**src/rtl/ser_lane_pkg.sv**
```systemverilog
// Shared types and constants for the serializer lane controller:
// FSM state encoding, default lane words and the PRBS7 chunk generator.
package ser_lane_pkg;

    typedef enum logic [1:0] {
        HOLD  = 2'd0,
        TRAIN = 2'd1,
        LINK  = 2'd2
    } lane_state_t;

    localparam logic [9:0] DEF_TRAIN_WORD = 10'h155;
    localparam logic [9:0] DEF_IDLE_WORD  = 10'h354;
    localparam logic [9:0] DEF_SYNC_WORD  = 10'h0AB;

    localparam logic [6:0] PRBS7_SEED = 7'h7F;

    typedef struct packed {
        logic [6:0] state;
        logic [9:0] word;
    } prbs_step_t;

    // Advance a PRBS7 (x^7 + x^6 + 1) LFSR by ten bits. The first bit produced
    // lands in word[9], so the chunk reads MSB-first in time.
    function automatic prbs_step_t prbs7_step10(input logic [6:0] state);
        prbs_step_t r;
        logic [6:0] s;
        logic       fb;
        s      = state;
        r.word = '0;
        for (int i = 9; i >= 0; i--) begin
            fb        = s[6] ^ s[5];
            s         = {s[5:0], fb};
            r.word[i] = fb;
        end
        r.state = s;
        return r;
    endfunction

endpackage

```
**src/rtl/ser_lane_prbs7.sv**
```systemverilog
// Ten-bits-per-cycle PRBS7 training pattern source. load_i restarts the
// sequence from the seed and emits its first chunk in the same cycle;
// adv_i emits the following chunk. Only built with SER_LANE_CTRL_PRBS_TRAIN_EN.
module ser_lane_prbs7
    import ser_lane_pkg::*;
(
    input  logic       ref_clk_i,
    input  logic       rst,
    input  logic       load_i,
    input  logic       adv_i,
    output logic [9:0] word_o
);

    logic [6:0] lfsr_q;
    logic [6:0] lfsr_d;
    prbs_step_t step;

    // Chunk for this cycle, taken from the seed on load or the live LFSR otherwise.
    // NOTE: every variable gets a value on every path, so no latch is inferred.
    always_comb begin
        step   = prbs7_step10(load_i ? PRBS7_SEED : lfsr_q);
        word_o = step.word;
        lfsr_d = step.state;
    end

    // LFSR state only moves when a chunk is actually consumed.
    always_ff @(posedge ref_clk_i) begin
        if (rst) begin
            lfsr_q <= PRBS7_SEED;
        end else if (load_i || adv_i) begin
            lfsr_q <= lfsr_d;
        end
    end

endmodule

```
**src/rtl/serializer_lane_ctrl.sv**
```systemverilog
// Sequencing controller for one 10:1 DDR serializer lane (word-clock domain).
// HOLD keeps the serializer in reset until the PLL has been locked for
// LOCK_CYCLES, TRAIN sends TRAIN_LEN preamble words, LINK streams user data
// with idle fill and a sync word in the last slot of every SYNC_PERIOD.
// Build option: define SER_LANE_CTRL_PRBS_TRAIN_EN for a PRBS7 preamble
// instead of the constant TRAIN_WORD.
module serializer_lane_ctrl
    import ser_lane_pkg::*;
#(
    parameter int unsigned LOCK_CYCLES = 16,
    parameter int unsigned TRAIN_LEN   = 64,
    parameter int unsigned SYNC_PERIOD = 1024,
    parameter logic [9:0]  TRAIN_WORD  = DEF_TRAIN_WORD,
    parameter logic [9:0]  IDLE_WORD   = DEF_IDLE_WORD,
    parameter logic [9:0]  SYNC_WORD   = DEF_SYNC_WORD
) (
    input  logic       ref_clk_i,
    input  logic       rst,
    input  logic       pll_locked_i,
    input  logic       s_valid_i,
    input  logic [9:0] s_dat_i,
    output logic       s_ready_o,
    output logic       ser_rst_o,
    output logic [9:0] ser_dat_o,
    output logic       link_up_o,
    output logic       sync_o
);

    localparam int LOCK_W  = (LOCK_CYCLES > 1) ? $clog2(LOCK_CYCLES) : 1;
    localparam int TRAIN_W = (TRAIN_LEN   > 1) ? $clog2(TRAIN_LEN)   : 1;
    localparam int SLOT_W  = (SYNC_PERIOD > 1) ? $clog2(SYNC_PERIOD) : 1;

    localparam logic [LOCK_W-1:0]  LOCK_LAST  = LOCK_W'(LOCK_CYCLES - 1);
    localparam logic [TRAIN_W-1:0] TRAIN_LAST = TRAIN_W'(TRAIN_LEN - 1);
    localparam logic [SLOT_W-1:0]  SLOT_LAST  = SLOT_W'(SYNC_PERIOD - 1);
    localparam logic [SLOT_W-1:0]  SLOT_PRE   = SLOT_W'(SYNC_PERIOD - 2);

    lane_state_t        state_q;
    logic [LOCK_W-1:0]  lock_cnt_q;
    logic [TRAIN_W-1:0] train_cnt_q;
    logic [SLOT_W-1:0]  slot_cnt_q;
    logic               ser_rst_q;
    logic [9:0]         ser_dat_q;
    logic               s_ready_q;
    logic               link_up_q;
    logic               sync_q;
    logic [9:0]         train_word;

`ifdef SER_LANE_CTRL_PRBS_TRAIN_EN
    logic hold_exit;
    logic train_adv;

    // Tell the generator when the first and each following preamble word is taken.
    always_comb begin
        hold_exit = !rst && pll_locked_i && (state_q == HOLD)
                    && (lock_cnt_q == LOCK_LAST);
        train_adv = !rst && pll_locked_i && (state_q == TRAIN)
                    && (train_cnt_q != TRAIN_LAST);
    end

    ser_lane_prbs7 u_prbs7 (
        .ref_clk_i (ref_clk_i),
        .rst       (rst),
        .load_i    (hold_exit),
        .adv_i     (train_adv),
        .word_o    (train_word)
    );
`else
    assign train_word = TRAIN_WORD;
`endif

    // Lane FSM with registered outputs; outputs are loaded together with the
    // state they belong to. Losing PLL lock is treated exactly like reset.
    // NOTE: non-blocking (<=) on every register so all updates use pre-edge values.
    always_ff @(posedge ref_clk_i) begin
        if (rst || !pll_locked_i) begin
            state_q     <= HOLD;
            lock_cnt_q  <= '0;
            train_cnt_q <= '0;
            slot_cnt_q  <= '0;
            ser_rst_q   <= 1'b1;
            ser_dat_q   <= IDLE_WORD;
            s_ready_q   <= 1'b0;
            link_up_q   <= 1'b0;
            sync_q      <= 1'b0;
        end else begin
            case (state_q)
                HOLD: begin
                    if (lock_cnt_q == LOCK_LAST) begin
                        state_q    <= TRAIN;
                        lock_cnt_q <= '0;
                        ser_rst_q  <= 1'b0;
                        ser_dat_q  <= train_word;
                    end else begin
                        lock_cnt_q <= lock_cnt_q + LOCK_W'(1);
                    end
                end
                TRAIN: begin
                    if (train_cnt_q == TRAIN_LAST) begin
                        // First LINK cycle carries fill: nothing was offered yet.
                        state_q     <= LINK;
                        train_cnt_q <= '0;
                        slot_cnt_q  <= '0;
                        ser_dat_q   <= IDLE_WORD;
                        link_up_q   <= 1'b1;
                        s_ready_q   <= 1'b1;
                    end else begin
                        train_cnt_q <= train_cnt_q + TRAIN_W'(1);
                        ser_dat_q   <= train_word;
                    end
                end
                LINK: begin
                    if (slot_cnt_q == SLOT_LAST) begin
                        slot_cnt_q <= '0;
                        ser_dat_q  <= SYNC_WORD;
                        sync_q     <= 1'b1;
                        s_ready_q  <= 1'b1;
                    end else begin
                        slot_cnt_q <= slot_cnt_q + SLOT_W'(1);
                        ser_dat_q  <= (s_valid_i && s_ready_q) ? s_dat_i : IDLE_WORD;
                        sync_q     <= 1'b0;
                        // Drop ready ahead of the sync slot so upstream never
                        // sees a combinational valid-to-ready path.
                        s_ready_q  <= (slot_cnt_q != SLOT_PRE);
                    end
                end
                default: begin
                    state_q <= HOLD;
                end
            endcase
        end
    end

    assign s_ready_o = s_ready_q;
    assign ser_rst_o = ser_rst_q;
    assign ser_dat_o = ser_dat_q;
    assign link_up_o = link_up_q;
    assign sync_o    = sync_q;

endmodule

```
**config.mk**
```make
export PLATFORM = sky130hd
export DESIGN_NAME = serializer_lane_ctrl
export DESIGN_NICKNAME = d
export VERILOG_FILES = /design/src/rtl/ser_lane_pkg.sv /design/src/rtl/ser_lane_prbs7.sv /design/src/rtl/serializer_lane_ctrl.sv
export SDC_FILE = /design/constraint.sdc
export NUM_CORES = 1
export LEC_CHECK = 0
export BUFFER_PORTS_ARGS = -buffer_cell sky130_fd_sc_hd__buf_2
export CAP_MARGIN = 5
export CORE_MARGIN = 10
export CORE_UTILIZATION = 52
export CTS_CLUSTER_DIAMETER = 50
export CTS_CLUSTER_SIZE = 30
export DETAILED_ROUTE_END_ITERATION = 10
export PLACE_DENSITY_LB_ADDON = 0.2
export SLEW_MARGIN = 10
export SYNTH_ARGS = -nofsm -noshare
export SYNTH_HDL_FRONTEND = slang
export SYNTH_SLANG_ARGS = --single-unit
```
**constraint.sdc**
```tcl
create_clock -name ref_clk_i -period 1.85 [get_ports ref_clk_i]
set_clock_uncertainty 0.05 [all_clocks]
set_input_delay 0.37 -clock ref_clk_i [delete_from_list [all_inputs] [get_ports ref_clk_i]]
set_output_delay 0.37 -clock ref_clk_i [all_outputs]
set_load 0.05 [all_outputs]
```
* Yosys cells after proc, flatten, opt, wreduce, memory -nomap -nowiden
Index checks and enable logic that the tools add are counted. Widths: inputs -> output; s select.
Storage, ports and cells: register bits after elaboration 36, input port bits 14, word-level logic and storage cells 49
Cells by class: $add $sub $neg 3, equal/unequal tests 8, mux-type cells 17, bitwise gates (word level) 1, reductions and logical operators 11
Operator list (count):
- $mux 10 | 6
- $pmux 10 s3 | 1
- $pmux 10 s2 | 1
- $add 10x1->10 const B | 1
- $eq 10x10->1 const B | 1
- $ne 10x10->1 const B | 1
- $reduce_and 2->1 | 4
- $add 6x1->6 const B | 1
- $eq 6x6->1 const B | 1
- $mux 6 | 1
- $pmux 2 s3 | 1
- $add 4x1->4 const B | 1
- $eq 4x4->1 const B | 1
- $mux 2 | 2
- $mux 4 | 1
- $ne 2x2->1 const B | 2
- $mux 1 | 3
- $reduce_and 3->1 | 1
- $reduce_bool 3->1 | 1
- $eq 2x1->1 const B | 1
- $eq 2x2->1 const B | 1
- $logic_not 2->1 | 1
- $pmux 1 s2 | 1
- $reduce_bool 2->1 | 1
- other kinds (4) | 4

* Logic depth before layout (Yosys ltp)
depth after elaboration 4, mapped depth 7, mapped depth without buffers 6

* Least setup slack after synthesis
OpenSTA, ideal clock, no wires.
path type register to register, from reg state_q[1], to reg slot_cnt_q[3], arrival time 1529 ps, data required time 1726 ps, slack 197 ps, stages on the path, launching flop included 7, buffers on the path 0, clock period less this slack 1653 ps, cell sequence dfxtp_1 -> inv_1 -> ha_1 -> and2_2 -> a22oi_4 -> or4_1 -> a31oi_1
Between the ends: word-level cells in the longest chain between the ends 3, elaborated cells on any way between the ends 6
Ends and longest elaborated chain:
- start, declared | RTL line serializer_lane_ctrl.sv:38 | lane_state_t state_q;
- start signal, assigned | RTL line serializer_lane_ctrl.sv:77 | state_q <= HOLD;
- start signal, assigned | RTL line serializer_lane_ctrl.sv:90 | state_q <= TRAIN;
- start signal, assigned | RTL line serializer_lane_ctrl.sv:101 | state_q <= LINK;
- $eq 2x1->1 or $eq 2x2->1 (tied branches) | RTL line serializer_lane_ctrl.sv:87 | case (state_q)
- $ne 2x2->1 (no line) or $reduce_bool 2->1 (tied branches)
- $reduce_and 2->1 (no line)
- end signal, assigned | RTL line serializer_lane_ctrl.sv:119 | slot_cnt_q <= slot_cnt_q + SLOT_W'(1);
- end, declared | RTL line serializer_lane_ctrl.sv:41 | logic [SLOT_W-1:0] slot_cnt_q;
Several ways; a longest one is shown, not always the timed one. A chain may end at the register's enable or synchronous reset.

* Worst setup path in the final report
from reg train_cnt_q[1], to reg slot_cnt_q[3]
Between the ends: word-level cells in the longest chain between the ends 3
Ends and longest elaborated chain:
- start, declared | RTL line serializer_lane_ctrl.sv:40 | logic [TRAIN_W-1:0] train_cnt_q;
- start signal, assigned | RTL line serializer_lane_ctrl.sv:108 | train_cnt_q <= train_cnt_q + TRAIN_W'(1);
- $eq 6x6->1 | RTL line serializer_lane_ctrl.sv:99 | if (train_cnt_q == TRAIN_LAST) begin
- $ne 2x2->1 (no line)
- $reduce_and 2->1 (no line)
Every way passes these cells.

==> impl_metrics.toml <==
[die]
die_y_um = 79.03
die_area_um2 = 6245
boundaryPins = 28
std_cell_rows = 21
core-area_um2 = 3363
start_util_pct = 53.87
die_w_um = 79.03

[synthesis]
syn_nets = 234
synthFlopType = "dfxtp_1"
synth_area_per_cell_um2 = 8.546
synth_edf_count = 0
synthArstFlopShare_pct = 0
synth_top_area_share_pct = 39.78
ys_ff_latch = 36
synth.area.top_cells = "dfxtp_1, ha_1, a21oi_1, nand2_1, nor2_1"
ys_warn_count = 0
post-synth-top-count-cell = "dfxtp_1"
syn_area_um2 = 1812
synth-seq-area-share_pct = 39.78
ys_top_cells_by_count = "dfxtp_1, a21oi_1, nand2_1, nor2_1"
yosys.area.top_type = "dfxtp_1"
yosysUniqueCellTypes = 48
synthCells = 212

[drt]
viasPerCell = 5.669
vias = 1695
drtAntennaViolNets = 0
dr.first_iter.drc_count = 124
drc = 0
wirelength_um = 4224
drtPass1Iterations = 4
wl_per_cell_um = 14.13

[clocking]
root_buffer = "clkbuf_4"
cts_buffers = 5
cts_tree = "yes"
cts.reportedPaths.clkPinSlew_ps = 100
clock_latency_ps = 330
cts_max_level = 2
clock_sinks = 36
cts_buffer_depth = 2
postCtsHoldBufs = 0

[setup_path]
rr_startpoint = "train_cnt_q[1]"
critPathKind = "reg2reg"
r2r-end = "slot_cnt_q[3]"
cp-endpoint = "slot_cnt_q[3]"
required_ps = 2070
start_kind = "flip-flop"
path_max_fanout = 12
startpoint = "train_cnt_q[1]"
rrSetupSlack_ps = 110
end_kind = "flip-flop"
r2r_cells = 5
arrival_ps = 1960

[sta]
whs_ps = 285.9
tightest_slew_ps = 386.8
fin_ws_ps = 109.1
finalMaxSlewViolations = 0
setup_viol_count_final = 0
finalCritPeriodShare_pct = 94.10
finalHoldViolCount = 0
slew_headroom_pct = 73.99
period_minus_slack_ps = 1741
fmax_mhz = 574.4

[power_and_ir_drop]
p_per_area_nw_per_um2 = 585.7
peakVddDrop_uv = 506.5
p_leak_nw = 0.8199
p_total_mw = 1.256

[hold_path]
min_path_cells = 3
worst_hold_path_type = "in2reg"

[global_routing]
grt_pass1_vias = 1624
overflow = 0
grt_usage_pct = 13.92
grt_pass1_wl_um = 7203
grt_start_max_net_pins = 13
grt_antenna_before_repair = 0

[cells_and_area]
fin_nets = 274
num_antenna_cells = 0
num-fill-cells = 340
area.growth.synth_to_final_pct = 18.37
drive_above_1_share_pct = 23.72
final_cells = 299
final_core_util_pct = 63.76

[placed_design]
io_buffers = 27
pre_cts_ws_ps = 63.89
gp_congestion = 0.8468
dpl.hpwl_um = 3145
placedCellCount = 291

[job]
cap_violations = 0

[run_status]
status = "finished clean"
## worst min-delay path by stage
| stage | from | to |
|---|---|---|
| floorplan | slot_cnt_q[8] | slot_cnt_q[8] |
| global placement | ser_rst_o | ser_rst_o |
| detailed placement | ser_rst_o | ser_rst_o |
| CTS | s_dat_i[8] | ser_dat_o[8] |
| global route | s_dat_i[2] | ser_dat_o[2] |
| finish | s_dat_i[2] | ser_dat_o[2] |
## layout make-up
| type | instances | area [um^2] | share of cell area (%) |
|---|---|---|---|
| repair buffers | 41 | 240.2 | 11.20 |
| well taps | 46 | 57.56 | 2.684 |
| inverters | 8 | 30.03 | 1.400 |
| flip-flops and latches | 36 | 723.2 | 33.72 |
| clock buffers | 8 | 58.81 | 2.742 |
| multi-input cells | 160 | 1035 | 48.25 |
## stage by stage
step | cell area, um^2 | TNS, ps
after detailed placement | 2073 | 0
after floorplan | 1812 | 0
after CTS | 2132 | 0
after global placement | 2073 | 0
final | 2145 | 0
after global routing | 2145 | -0.7536
## critical path, cell delays in order, from the launching register on
cell and delay, ps:
dfxtp_1 360, ha_2 200, and4_4 270, a22oi_4 110, or4_1 510, a31oi_1 170
## sequential cells by signal (all words and copies together) (netlist names)
name         flops
link_up_o        1
lock_cnt_q       4
s_ready_o        1
ser_dat_o       10
ser_rst_o        1
slot_cnt_q      10
state_q          2
sync_o           1
train_cnt_q      6
## what timing repair did
item / in CTS / in global routing
buffers inserted: 0 / 0
resized for setup: 0 / 7
setup endpoints to repair: 0 / 10
endpoints found under the hold margin: 0 / 0
## kinds of logic (layout without fill, tap and decap cells)
logic type	Yosys count	after routing	synth area share, %
and+or+nand+nor	85	85	24.52
DFF	36	36	39.78
muxes	4	4	2.210
buffers and inverters	16	57	3.661
xor gates and xnor gates	5	5	2.417
adders and majority gates	8	8	5.525
AOI/OAI and AO/OA	58	58	21.89
## cells in the final DEF (no fill, tap or decap), drive strengths merged, types with 2 or more instances in the layout
cell | netlist | layout
a21oi | 20 | 20
a22oi | 2 | 2
and2 | 3 | 3
and3 | 6 | 6
buf | 3 | 41
clkbuf | 5 | 8
dfxtp | 36 | 36
ha | 8 | 8
inv | 8 | 8
mux2i | 4 | 4
nand2 | 19 | 19
nand2b | 3 | 3
nand3 | 10 | 10
nand4 | 4 | 4
nor2 | 16 | 16
nor2b | 2 | 2
nor3 | 10 | 10
nor4 | 3 | 3
o2111ai | 3 | 3
o211ai | 3 | 3
o21a | 3 | 3
o21ai | 8 | 8
o22ai | 2 | 2
o311ai | 2 | 2
o31a | 2 | 2
o31ai | 6 | 6
or4 | 5 | 5
xor2 | 4 | 4
## where the power goes
part	internal, mW	leakage [nW]	switching [mW]	total [mW]
Clock	0.187	0.0326	0.244	0.432
Sequential	0.776	0.291	0.00169	0.778
Combinational	0.0218	0.496	0.0244	0.0462
## metal layers
metal	wire [um]	global-route usage [%]
met1	1993	16.94
met2	1901	21.86
met3	278	5.405
met4	51	4.839
met5	0	0
Power figures use the tool's default switching activity.
